### src/rtl/mul_add_seq.sv
`default_nettype none
// +----------------------------------------------------------------------------+
// | Module      : mul_add_seq                                                  |
// | Description : Sequential shift-add multiply-accumulate, result = a*b + c.  |
// |               One partial product per cycle, N cycles per operation, with  |
// |               busy/done handshake and back-to-back start from DONE.        |
// | Revision    : 1.0 - initial release                                        |
// +----------------------------------------------------------------------------+
module mul_add_seq #(
  parameter int N = 8
) (
  input  logic             clk,
  input  logic             rst,
  input  logic             start,
  input  logic [N-1:0]     a,
  input  logic [N-1:0]     b,
  input  logic [N-1:0]     c,
  output logic             busy,
  output logic             done,
  output logic [2*N-1:0]   result
);

  // Wide enough to hold N itself, since the counter passes N on the final step.
  localparam int                  STEP_W    = $clog2(N) + 1;
  localparam logic [STEP_W-1:0]   LAST_STEP = STEP_W'(N - 1);

  typedef enum logic [1:0] {
    IDLE = 2'd0,
    RUN  = 2'd1,
    DONE = 2'd2
  } state_t;

  state_t              r_state;
  state_t              w_next_state;
  logic                w_accept;
  logic                w_step;
  logic                w_finish;

  logic [N-1:0]        r_a;
  logic [N-1:0]        r_b;
  logic [2*N-1:0]      r_acc;
  logic [STEP_W-1:0]   r_step;
  logic [2*N-1:0]      w_addend;
  logic [2*N-1:0]      w_acc_sum;

  // State register.
  always_ff @(posedge clk) begin
    if (rst) begin
      r_state <= IDLE;
    end else begin
      r_state <= w_next_state;
    end
  end

  // Next-state logic and per-cycle control strobes.
  always_comb begin
    w_next_state = r_state;
    w_accept     = 1'b0;
    w_step       = 1'b0;
    w_finish     = 1'b0;
    case (r_state)
      IDLE: begin
        if (start) begin
          w_accept     = 1'b1;
          w_next_state = RUN;
        end
      end
      RUN: begin
        // start is deliberately not looked at here: requests during RUN are dropped.
        w_step = 1'b1;
        if (r_step == LAST_STEP) begin
          w_finish     = 1'b1;
          w_next_state = DONE;
        end
      end
      DONE: begin
        if (start) begin
          w_accept     = 1'b1;
          w_next_state = RUN;
        end else begin
          w_next_state = IDLE;
        end
      end
      default: begin
        w_next_state = IDLE;
      end
    endcase
  end

  // Partial product for the current step: captured a weighted by the step index.
  always_comb begin
    w_addend  = r_b[0] ? ({{N{1'b0}}, r_a} << r_step) : '0;
    w_acc_sum = r_acc + w_addend;
  end

  // Operand capture on acceptance, then one shift-add per RUN cycle.
  always_ff @(posedge clk) begin
    if (rst) begin
      r_a    <= '0;
      r_b    <= '0;
      r_acc  <= '0;
      r_step <= '0;
    end else if (w_accept) begin
      r_a    <= a;
      r_b    <= b;
      r_acc  <= {{N{1'b0}}, c};
      r_step <= '0;
    end else if (w_step) begin
      r_acc  <= w_acc_sum;
      r_b    <= r_b >> 1;
      r_step <= r_step + STEP_W'(1);
    end
  end

  // Result only moves on the completion edge; it holds through later RUN phases.
  always_ff @(posedge clk) begin
    if (rst) begin
      result <= '0;
    end else if (w_finish) begin
      result <= w_acc_sum;
    end
  end

  // busy/done are flops tracking the state register, so they equal (state==RUN)/(state==DONE).
  always_ff @(posedge clk) begin
    if (rst) begin
      busy <= 1'b0;
      done <= 1'b0;
    end else begin
      busy <= (w_next_state == RUN);
      done <= (w_next_state == DONE);
    end
  end

endmodule
`default_nettype wire

### config.mk
export PLATFORM = sky130hd
export DESIGN_NAME = mul_add_seq
export DESIGN_NICKNAME = d
export VERILOG_FILES = /design/src/rtl/mul_add_seq.sv
export SDC_FILE = /design/constraint.sdc
export NUM_CORES = 1
export LEC_CHECK = 0
export CORE_UTILIZATION = 30
export CTS_BUF_LIST = sky130_fd_sc_hd__clkbuf_2
export DETAILED_ROUTE_END_ITERATION = 8
export PLACE_DENSITY = 0.49
export SLEW_MARGIN = 0
export SYNTH_ARGS = -nofsm -noshare
export SYNTH_HDL_FRONTEND = slang
export SYNTH_SLANG_ARGS = --single-unit
### constraint.sdc
create_clock -name clk -period 7.3 [get_ports clk]
set_clock_uncertainty 0.2 [all_clocks]
set_input_delay 1.46 -clock clk [delete_from_list [all_inputs] [get_ports clk]]
set_output_delay 1.46 -clock clk [all_outputs]
set_load 0.05 [all_outputs]
==> impl_metrics.ini <==
[floorplanning]
design.core.area_um2 = 10890
die_area_um2 = 11680
fp.dieH_um = 108.1
boundaryPins = 45
die_w_um = 108.1
initial_utilization_pct = 31.02
fp-row-count = 38

[yosys]
synth_area_leader_cell = dfxtp_1
synth_common_cells = 79 x nand2_1, 56 x dfxtp_1, 44 x nor2_1
ys_types = 55
synth_nets = 480
synth_fa_ha_area_share_pct = 6.521
postSynthAreaPerCell_um2 = 7.745
synthMuxAreaShare_pct = 4.928
synthCells = 436
netlist_area_um2 = 3377
async_flop_share_pct = 0
synth_compound_area_share_pct = 21.23
synth_warnings = 0
synth_xor_area_share_pct = 3.372
synth.most_common_cell = nand2_1
synth_area_leaders = dfxtp_1 33%, nand2_1 8.8%, ha_1 5.9%, a21oi_1 5.2%, nor2_1 4.9%
synth_top_family_by_area = simple AND/OR/NAND/NOR gates
synth_edf_count = 0
ys_seq_area_share_pct = 33.20
yosys.area_share.simple_pct = 26.19
synth_ff_type = dfxtp_1
yosys.area.top_type_share_pct = 33.20
ys_ff_latch = 56

[worst_hold_path]
worstHoldEndpoint = result[5]
hold_path_depth = 2
hp-class = reg -> reg
worstHoldStart = result[5]

[sta]
fmax_ghz = 0.2689
hold_violations = 0
slew_viol_final = 0
worstMarginPinSlew_ns = 1.196
setup_slack_ns = 3.581
hold_slack_ns = 0.2718
fin_crit_sh_pct = 50.95
finalSetupViolCount = 0
max_slew_margin_pct = 20.26
finalCriticalPeriod_ns = 3.719
setup_tns_ns = 0
rsz0062_at_grt = false

[layout]
antenna_cells = 0
area_delta_synth_final_pct = 16.08
final_cell_area_um2 = 3920
nets = 502
drive_gt1_share_pct = 4.793

[routing]
drcViolationCount = 0
via_per_inst = 5.144
routedWlPerCell_um = 15.05
wirelength_um = 9017
drt_iter0_drc = 144
ant_nets = 0
vias = 3081
dr.pass1.iters = 4

[clocking]
cts.sinks = 56
postCtsSetupRepairBufs = 0
clk_root_buffer_cell = clkbuf_2
cts_tree = done
htree_num_levels = 2
clock_latency_ns = 0.44
clkTransAtPathRegs_ns = 0.29
cts_hold_buf = 0
cts_resized = 0
cts_buffer_depth = 2
cts_buffers = 5

[critical_path]
crit_type = reg -> reg
crit_arrival_ns = 3.89
cpLargestDelayFamily = compound AO/OA/AOI/OAI gates
crit_path_end_kind = flop
start_kind = flop
reg2reg_to = result[15]
crit_top_cell = o21ai_0
critical_path_buf_inv_count = 0
cp_max_fo = 17
cp_cell_sequence = mux2_2 > o21ai_0 > mux2i_1 > a22oi_1 > nor2b_1 > ha_1 > a21oi_1 > o21ai_0 > a221oi_1 > o21ai_1 > xnor2_1 > a211oi_1
r2r_slack_ns = 3.58
cp_slowest_cell = dfxtp_1
reg2reg_depth = 12
critPathMaxStageDelay_ns = 0.78
reg2reg_from = r_step[1]
cp.required_ns = 7.47
startpoint = r_step[1]

[placement]
place_ws_ns = 3.683
placed_cell_area_um2 = 3879
io_buffers = 44
gp_congestion = 0.8705
hpwl_um = 6537

[pwr]
peakVddDrop_mv = 0.07174
p_per_area_nw_per_um2 = 142.4
leakage_nw = 1.427

[global_routing]
overflow = 0
track_usage_pct = 15.96
antenna_found_initial = 0
grt_pass1_wl_um = 14740
grt_pass1_vias = 2888
grt_max_degree = 53

[run]
maxCapViolations = 0

[status]
status = finished, final reports clean
[routing by layer]
metal / routed length (um) / GRT usage, %
met3: 244 / 2.411
met5: 0 / 0
met2: 4043 / 26.34
met4: 80 / 3.327
met1: 4648 / 21.87
[worst max path at each step]
stage                 end  slack, ns  cells after the start
6_report       result[15]       3.58                     12
5_1_grt        result[15]       3.19                     12
4_1_cts        result[15]       3.62                     12
3_5_place_dp   result[14]       3.68                     12
3_3_place_gp   result[14]       3.68                     12
2_1_floorplan  result[15]       4.05                     14
[per-stage QoR]
step,power [mW],util (%),cells
2_1_floorplan,0.4018,-,436
3_3_place_gp,0.4381,35.62,591
3_5_place_dp,0.4381,35.62,591
4_1_cts,0.5658,36.00,599
5_1_grt,0.5912,36.00,599
6_report,0.5582,36.00,599
[cells in the final DEF, fill, tap and decap left out, drive strengths merged, types with 7 or more instances in the layout]
cell type / instances
nand2: 79
dfxtp: 56
nor2: 44
clkdlybuf4s50: 43
a21oi: 35
o21ai: 19
nand3: 16
ha: 16
nor2b: 12
mux2i: 11
nor3: 9
a211oi: 7
xnor2: 7
a311oi: 7
[cells by family after synthesis]
family	count (synthesis)
AND/OR/NAND/NOR	191
AO/OA/AOI/OAI	105
flip-flops	56
buffers and inverters	38
adder cells (fa/ha/maj)	17
multiplexers	16
XOR/XNOR	13
[power by group]
| group | total, mW | internal, mW | switching (mW) |
|---|---|---|---|
| Sequential | 0.332 | 0.320 | 0.0121 |
| Clock | 0.126 | 0.0239 | 0.102 |
| Combinational | 0.0999 | 0.0418 | 0.0581 |
[layout make-up]
class / count / area, um2
fill: 1186 / 6968
multi-input combinational: 342 / 2102
sequential: 56 / 1121
timing repair buffer: 47 / 457.9
tap: 140 / 175.2
clock buffer: 6 / 30.03
inverter: 6 / 22.52
clock inverter: 2 / 11.26
[sequential cells by signal, indices dropped and copies added (netlist names)]
| name | flops |
|---|---|
| r_acc | 16 |
| result | 16 |
| r_a | 8 |
| r_b | 8 |
| r_step | 4 |
| r_state | 2 |
| busy | 1 |
| done | 1 |
[worst register-to-register path, stage by stage, from the launching register on]
cell      delay (ns)
dfxtp_1         0.78
mux2_2          0.42
o21ai_0         0.23
mux2i_1         0.15
a22oi_1         0.23
nor2b_1         0.08
ha_1            0.41
a21oi_1         0.23
o21ai_0         0.10
a221oi_1        0.29
o21ai_1         0.13
xnor2_1         0.16
a211oi_1        0.24
No activity file was read; power rests on OpenSTA's default activity.
